**config.mk**
```make
export PLATFORM = sky130hd
export DESIGN_NAME = id_operand_unit
export DESIGN_NICKNAME = d
export VERILOG_FILES = /design/src/rtl/id_operand_unit_pkg.sv /design/src/rtl/id_scoreboard.sv /design/src/rtl/id_operand_unit.sv
export SDC_FILE = /design/constraint.sdc
export NUM_CORES = 1
export LEC_CHECK = 0
export ABC_CLOCK_PERIOD_IN_PS = 13000
export CORE_AREA = 2 2 173 175
export DETAILED_ROUTE_END_ITERATION = 7
export DIE_AREA = 0 0 175 177
export PLACE_DENSITY = 0.57
export SLEW_MARGIN = 25
export SYNTH_ARGS = -nofsm -noshare
export SYNTH_HDL_FRONTEND = slang
export SYNTH_SLANG_ARGS = --single-unit
export TNS_END_PERCENT = 10
```
**constraint.sdc**
```tcl
create_clock -name clk -period 13 [get_ports clk]
set_clock_uncertainty 0.05 [all_clocks]
set_input_delay 2.6 -clock clk [delete_from_list [all_inputs] [get_ports clk]]
set_output_delay 2.6 -clock clk [all_outputs]
set_load 0.05 [all_outputs]
```
**src/rtl/id_operand_unit_pkg.sv**
```systemverilog
// Shared decode-stage constants: default datapath widths and IF->ID payload layout.
package id_operand_unit_pkg;

  localparam int XLEN_DEF   = 32;
  localparam int AW_DEF     = 5;
  localparam int BUS_WD_DEF = 64;

  // IF->ID payload is {inst, pc}; the payload is carried opaquely through ID.
  localparam int BUS_PC_LSB   = 0;
  localparam int BUS_INST_LSB = 32;

endpackage

```
**src/rtl/id_scoreboard.sv**
```systemverilog
// Pending-write scoreboard for long-latency producers (mul/div).
// One bit per architectural register; r0 is never marked pending.
module id_scoreboard #(
  parameter int AW   = 5,
  parameter int NSRC = 2
) (
  input  logic               clk,
  input  logic               resetn,
  input  logic               set_en,
  input  logic [AW-1:0]      set_addr,
  input  logic               clr_en,
  input  logic [AW-1:0]      clr_addr,
  input  logic [NSRC*AW-1:0] lk_addr,
  output logic [NSRC-1:0]    lk_busy
);

  localparam int NREG = 1 << AW;

  logic [NREG-1:0] pend_q;
  logic [NREG-1:0] pend_d;

  // Clear first, then set, so a same-cycle set of the same register wins.
  always_comb begin
    pend_d = pend_q;
    if (clr_en) pend_d[clr_addr] = 1'b0;
    if (set_en && (set_addr != '0)) pend_d[set_addr] = 1'b1;
    pend_d[0] = 1'b0;
  end

  // Pending vector register; cleared on reset.
  always_ff @(posedge clk) begin
    if (!resetn) pend_q <= '0;
    else         pend_q <= pend_d;
  end

  for (genvar s = 0; s < NSRC; s++) begin : gen_lk
    assign lk_busy[s] = pend_q[lk_addr[s*AW +: AW]];
  end

endmodule

```
**src/rtl/id_operand_unit.sv**
```systemverilog
// Decode-stage operand unit: IF->ID pipeline register, priority bypass
// network with load-use and scoreboard hazards, and a saturating stall counter.
module id_operand_unit
  import id_operand_unit_pkg::*;
#(
  parameter int XLEN   = XLEN_DEF,
  parameter int AW     = AW_DEF,
  parameter int NSRC   = 2,
  parameter int NFWD   = 3,
  parameter int BUS_WD = BUS_WD_DEF,
  parameter int CNT_WD = 32
) (
  input  logic                 clk,
  input  logic                 resetn,
  input  logic                 in_valid,
  output logic                 in_allowin,
  input  logic [BUS_WD-1:0]    in_bus,
  output logic                 out_valid,
  input  logic                 out_allowin,
  output logic [BUS_WD-1:0]    out_bus,
  input  logic                 flush,
  input  logic [NSRC-1:0]      src_used,
  input  logic [NSRC*AW-1:0]   src_addr,
  output logic [NSRC*AW-1:0]   rf_raddr,
  input  logic [NSRC*XLEN-1:0] rf_rdata,
  input  logic [NFWD-1:0]      fwd_valid,
  input  logic [NFWD-1:0]      fwd_blk,
  input  logic [NFWD*AW-1:0]   fwd_dest,
  input  logic [NFWD*XLEN-1:0] fwd_data,
  output logic [NSRC*XLEN-1:0] src_value,
  input  logic                 sb_set_req,
  input  logic [AW-1:0]        sb_set_addr,
  input  logic                 sb_clr,
  input  logic [AW-1:0]        sb_clr_addr,
  output logic [CNT_WD-1:0]    stall_cnt
);

  logic              valid_q, valid_d;
  logic [BUS_WD-1:0] bus_q, bus_d;
  logic [CNT_WD-1:0] cnt_q, cnt_d;
  logic [NSRC-1:0]   src_haz;
  logic [NSRC-1:0]   sb_busy;
  logic              ready_go;
  logic              sb_set;

  assign rf_raddr = src_addr;

  for (genvar s = 0; s < NSRC; s++) begin : gen_src
    logic [AW-1:0]   addr;
    logic [XLEN-1:0] val;
    logic            blk;

    assign addr = src_addr[s*AW +: AW];

    // Walk bypasses oldest-to-youngest so the lowest matching index wins,
    // carrying that source's blocked flag; r0 always reads as zero.
    always_comb begin
      val = rf_rdata[s*XLEN +: XLEN];
      blk = 1'b0;
      for (int f = NFWD - 1; f >= 0; f--) begin
        if (src_used[s] && fwd_valid[f] && (fwd_dest[f*AW +: AW] == addr)) begin
          val = fwd_data[f*XLEN +: XLEN];
          blk = fwd_blk[f];
        end
      end
      if (addr == '0) begin
        val = '0;
        blk = 1'b0;
      end
    end

    assign src_value[s*XLEN +: XLEN] = val;
    assign src_haz[s] = src_used[s] && (addr != '0) && (blk || sb_busy[s]);
  end

  assign ready_go   = ~|src_haz;
  assign in_allowin = !valid_q || (ready_go && out_allowin);
  assign out_valid  = valid_q && ready_go && !flush;
  assign out_bus    = bus_q;
  assign stall_cnt  = cnt_q;
  assign sb_set     = sb_set_req && out_valid && out_allowin && (sb_set_addr != '0);

  id_scoreboard #(
    .AW   (AW),
    .NSRC (NSRC)
  ) u_sb (
    .clk      (clk),
    .resetn   (resetn),
    .set_en   (sb_set),
    .set_addr (sb_set_addr),
    .clr_en   (sb_clr),
    .clr_addr (sb_clr_addr),
    .lk_addr  (src_addr),
    .lk_busy  (sb_busy)
  );

  // Next-state for the held instruction and the saturating stall counter.
  always_comb begin
    valid_d = valid_q;
    bus_d   = bus_q;
    cnt_d   = cnt_q;
    if (flush) begin
      valid_d = 1'b0;
    end else if (in_allowin) begin
      valid_d = in_valid;
      if (in_valid) bus_d = in_bus;
    end
    if (valid_q && !ready_go && !flush && (cnt_q != '1)) cnt_d = cnt_q + CNT_WD'(1);
  end

  // Control state: valid flag and stall counter.
  always_ff @(posedge clk) begin
    if (!resetn) begin
      valid_q <= 1'b0;
      cnt_q   <= '0;
    end else begin
      valid_q <= valid_d;
      cnt_q   <= cnt_d;
    end
  end

  // Payload register; content is irrelevant while valid is low.
  always_ff @(posedge clk) begin
    bus_q <= bus_d;
  end

endmodule

```
# Word-level counts from Yosys, hierarchy flattened
# Index checks and enable logic that the tools add are counted.
[word_totals]
reg_bits = 129
input_bits = 274
output_inout_bits = 172
elab_cells = 92
[op_classes]
add_sub_neg = 1
n_lt_le_gt_ge = 6
n_eq_ne = 7
mux = 26
bitwise = 5
reduce_logical = 42
[ops]
columns = ["operator", "n"]
rows = [
  ["32-bit 2-to-1 mux", 10],
  ["32-bit by 1-bit adder with 32-bit output (second input constant)", 1],
  ["32-bit bitwise AND", 1],
  ["32-bit inequality test (second input constant)", 1],
  ["32-bit NOT", 1],
  ["32-bit OR", 1],
  ["5-bit == test", 6],
  ["1-bit logical AND", 28],
  ["5-bit by 6-bit < comparator with 1-bit output (second input constant)", 4],
  ["5-bit nonzero test", 3],
  ["1-bit 2-to-1 mux", 12],
  ["1-bit binary-select mux with 5-bit select", 2],
  ["1-bit demux with 5-bit select", 2],
  ["5-bit by 1-bit >= comparator with 1-bit output (second input constant)", 2],
  ["5-bit logical NOT", 2],
  ["2-bit OR reduction", 2],
  ["1-bit logical NOT", 3],
  ["1-bit logical OR", 3],
  ["3-bit AND reduction", 1],
  ["1-bit NOT", 2],
]

# Logic depth before layout (Yosys ltp)
[depth]
word_depth = 17
ltp_mapped = 12
depth_no_buf = 9

# Cells and area by module
# A second synthesis with hierarchy kept.
[hier_totals]
cells_unflattened = 943
area_unflattened_um2 = 8220.4
[modules_own_cells]
columns = ["module", "n_inst", "cells_each", "area_each_um2", "seq_area_each_um2"]
rows = [
  ["id_operand_unit", 1, 713, 6323.6, 2582.5],
  ["id_scoreboard", 1, 230, 1896.8, 620.6],
]

# Worst setup path after synthesis
# No wires, ideal clock.
[synth_path]
path_kind = "input-to-reg"
start = "input src_addr[2]"
end = "register bus_q[0], in the netlist out_bus[0], enable pin"
setup_time_ns = 0.579
arrival_time_ns = 9.217
required_time_ns = 12.371
path_slack_ns = 3.154
cell_stages = 10
path_buffers = 3
path_cell_list = "buf_6 mux4_2 mux4_2 nor2_1 o32ai_1 a32oi_2 buf_6 buf_4 a21boi_1 nor3b_1"
[synth_via]
elab_chain_cells = 13
elab_cells_between_ends = 22
cone_classes = "eq/ne: 3; mux: 6; reduce/logical: 13"
[synth_rtl]
columns = ["element", "line", "source"]
rows = [
  ["start, declared", "id_operand_unit.sv:23", "input logic [NSRC*AW-1:0] src_addr,"],
  ["5-bit == test", "id_operand_unit.sv:61", "if (src_used[s] && fwd_valid[f] && (fwd_dest[f*AW +: AW] == addr)) begin"],
  ["1-bit logical AND", "id_operand_unit.sv:61", ""],
  ["1-bit 2-to-1 mux (3 in a row)", "id_operand_unit.sv:61", ""],
  ["1-bit 2-to-1 mux", "id_operand_unit.sv:66", "if (addr == '0) begin"],
  ["1-bit logical OR", "id_operand_unit.sv:73", "assign src_haz[s] = src_used[s] && (addr != '0) && (blk || sb_busy[s]);"],
  ["1-bit logical AND *", "id_operand_unit.sv:73", ""],
  ["2-bit OR reduction *", "id_operand_unit.sv:76", "assign ready_go = ~|src_haz;"],
  ["1-bit logical NOT *", "id_operand_unit.sv:76", ""],
  ["1-bit logical AND *", "id_operand_unit.sv:77", "assign in_allowin = !valid_q || (ready_go && out_allowin);"],
  ["1-bit logical OR *", "id_operand_unit.sv:77", ""],
  ["3-bit AND reduction (no source line) *", "-", ""],
  ["end signal, assigned", "id_operand_unit.sv:124", "bus_q <= bus_d;"],
  ["end, declared", "id_operand_unit.sv:39", "logic [BUS_WD-1:0] bus_q, bus_d;"],
]
# Mark *: on every way between the ends. The rest lies on a longest branch, timed or not. The select of a mux whose other input is x is not followed.
# A chain may end at the register's enable or synchronous reset.

# Final worst setup path
[layout_path]
start = "input src_addr[2]"
end = "output out_valid"
[layout_via]
elab_chain_cells = 12
elab_cells_between_ends = 21
cone_classes = "eq/ne: 3; mux: 6; reduce/logical: 12"
[layout_rtl]
columns = ["element", "line", "source"]
rows = [
  ["5-bit == test", "id_operand_unit.sv:61", ""],
  ["1-bit logical AND", "id_operand_unit.sv:61", ""],
  ["1-bit 2-to-1 mux (3 in a row)", "id_operand_unit.sv:61", ""],
  ["1-bit 2-to-1 mux", "id_operand_unit.sv:66", ""],
  ["1-bit logical OR", "id_operand_unit.sv:73", ""],
  ["1-bit logical AND *", "id_operand_unit.sv:73", ""],
  ["2-bit OR reduction *", "id_operand_unit.sv:76", ""],
  ["1-bit logical NOT *", "id_operand_unit.sv:76", ""],
  ["1-bit logical AND * (2 in a row)", "id_operand_unit.sv:78", "assign out_valid = valid_q && ready_go && !flush;"],
  ["end, declared", "id_operand_unit.sv:18", "output logic out_valid,"],
]
# Marked as above.

==> impl_metrics.tcl <==
set metrics [dict create \
    status "finished, final reports clean" \
    synthArstFlopShare_pct 0 \
    die_area_sq_um 31000 \
    period_share_pct 70.8 \
    crit_path_start_kind "input port" \
    synth_seq_cells 128 \
    p_int_w 0.000884 \
    placedCellCount 1680 \
    cpMostUsedCell "clkdlybuf4s50_1" \
    cp_num_buf_inv 3 \
    rows 63 \
    cp_max_fo 23 \
    clock_latency_ns 0.41 \
    cpMaxStageDelayCell "clkdlybuf4s50_1" \
    tightest_slew_ns 0.808 \
    rrSetupSlack_ns 9.62 \
    antenna_found_initial 8 \
    power_w 0.00126 \
    startpoint "src_addr[2]" \
    drt_wl_total_um 37000 \
    cts.sinks 128 \
    num_vias 8625 \
    finalHoldViolations 0 \
    relSlewSlack_pct 46.0 \
    cts_hold_buf 0 \
    synth_cell_types 58 \
    grt_pass1_vias 8468 \
    path_class "in -> out" \
    synth_edf_count 64 \
    worstSetupEndpointType "primary output" \
    critPathTopFamily "buffers and inverters" \
    grt-ovfl-total 0 \
    maxCapViolations 0 \
    synth_most_common_cell "nor2_1" \
    crit_required_ns 10.35 \
    cp_num_cells 9 \
    cts_setup_buffers 0 \
    synth-main-ff-cell "edfxtp_1" \
    core_sq_um 29200 \
    synth_top_area_cell "edfxtp_1" \
    gp_congestion 0.916 \
    worstSetupEndpoint "out_valid" \
    dp_hpwl_um 28900 \
    start_util_pct 27.7 \
    syn_nets 1184 \
    synthToLayoutAreaGrowth_pct 65.9 \
    tns_ns 0 \
    yosys-top-cells-count "nor2_1, mux2i_1, a21oi_1, a211oi_1" \
    root_buffer "clkbuf_16" \
    path_cells "clkdlybuf4s50_1, mux4_1, mux4_2, nor2_1, o32ai_1, a32oi_2, buf_4, and2_4, clkdlybuf4s50_1" \
    die_x_um 175 \
    grt_pass1_wl_um 53900 \
    cts_tree "done" \
    fmax_ghz 0.109 \
    dr.pass1.iters 5 \
    power_frac_clock_pct 39.3 \
    io_pins 446 \
    postRouteAntennaNets 0 \
    finalMaxSlewViolations 0 \
    ff2ff_path_depth 10 \
    min-delay-start "u_sb.pend_q[11]" \
    grt_max_degree 67 \
    period_minus_slack_ns 9.20 \
    yosys_warnings 0 \
    finalCoreUtilization_pct 46.0 \
    hp-class "reg -> reg" \
    sequentialPowerShare_pct 34.8 \
    rsz0062_at_grt "false" \
    fin_nets 1584 \
    h-tree-depth 4 \
    synth_seq_area_share_pct 39.5 \
    setup_violations 0 \
    detail_route.wl_per_cell_um 21.5 \
    first_iter_violations 584 \
    r2r-end "out_bus[48]" \
    vdd_drop_max_mv 0.0680 \
    fin_cells 1716 \
    p_sw_w 0.000372 \
    port_buffers 445 \
    yosysTopAreaCellShare_pct 23.7 \
    via_per_inst 5.03 \
    cpPeakStageDelay_ns 0.99 \
    final_layout_size_suffix_gt1_share_pct 5.60 \
    p_comb_share_pct 25.9 \
    die_h_um 177 \
    p_leak_nw 5.08 \
    synthTopCellsByArea "edfxtp_1, dfxtp_1, mux2i_1, nor2_1, a211oi_1" \
    drc 0 \
    clkTransAtPathRegs_ns 0.06 \
    rr_startpoint "u_sb.pend_q[12]" \
    powerDensity_nw_per_um2 93.4 \
    netlist_area_sq_um 8110 \
    clock_path_buffers 2 \
    syn_avg_cell_area_sq_um 8.92 \
    cts_resized 0 \
    swShare_pct 29.6 \
    gr-usage-all-layers_pct 23.1 \
    hold_slack_ns 0.428 \
    syn-instance-count 909 \
    cts_buffers 17 \
    arrival_ns 6.55 \
]
==> kinds of logic after synthesis <==
family	synth area share, %
buffers and inverters	5.12
AOI/OAI and AO/OA	15.8
xor gates and xnor gates	5.29
DFF	39.5
adders and majority gates	0.154
and+or+nand+nor	20.7
muxes	13.5
==> metrics by stage <==
step / setup WS (ns) / area [sq um]
2_1_floorplan: 3.15 / 8110
3_3_place_gp: 3.84 / 12800
3_5_place_dp: 3.76 / 12800
4_1_cts: 3.77 / 13400
5_1_grt: 3.57 / 13400
6_report: 3.80 / 13400
==> sequential cells by signal, summed over array words and instances, names as in the netlist <==
name and flops:
out_bus 64, stall_cnt 32, valid_q 1, u_sb.pend_q 31
==> placed cells by master, fill, tap and decap left out, types with 15 or more instances in the layout <==
| cell | count |
|---|---|
| a211oi_1 | 66 |
| clkdlybuf4s50_1 | 445 |
| nand3_1 | 34 |
| edfxtp_1 | 64 |
| nand2_1 | 43 |
| dfxtp_1 | 64 |
| nor2_1 | 161 |
| nand4_1 | 15 |
| xnor2_1 | 40 |
| nor3_1 | 16 |
| o21ai_1 | 16 |
| a21oi_1 | 74 |
| clkbuf_16 | 17 |
| mux2i_1 | 75 |
==> cell type report <==
class                   instances  area, sq um
clock buffers                  18          429
fillers                      2861        15800
flip-flops and latches        128         3200
well taps                     390          488
repair buffers                458         4550
inverters                      14         52.6
diodes                          4         10.0
clock inverters                14          181
multi-input cells             690         4530
==> power groups by stage <==
stage	Sequential (W)	Combinational, W	Clock [W]
finish	0.000437	0.000326	0.000493
global placement	0.000445	0.000325	0
CTS	0.000437	0.000327	0.000501
global route	0.000438	0.000342	0.000519
detailed placement	0.000445	0.000326	0
floorplan	0.000477	0.000132	0
==> worst min path at each step <==
stage,to,cells past startpoint
finish,u_sb.pend_q[11],2
global route,stall_cnt[23],2
CTS,u_sb.pend_q[11],2
detailed placement,u_sb.pend_q[11],2
global placement,u_sb.pend_q[3],2
floorplan,u_sb.pend_q[18],2
==> metal layers <==
layer | up-vias | share of wire [%] | GRT usage, %
li1 | 4135 | - | -
met1 | 4082 | 41 | 28.0
met2 | 350 | 49 | 39.5
met3 | 48 | 7.6 | 6.92
met4 | 10 | 2.6 | 7.12
met5 | - | 0.18 | 0
==> worst register-to-register path, delay by kind of cell (launching register included) <==
kind	cells	cell delay (ns)
flops	1	0.34
simple gates	3	0.63
buf+inv	2	0.80
compound gates	3	0.55
mux	2	0.62
No activity file was read; power rests on OpenSTA's default activity.
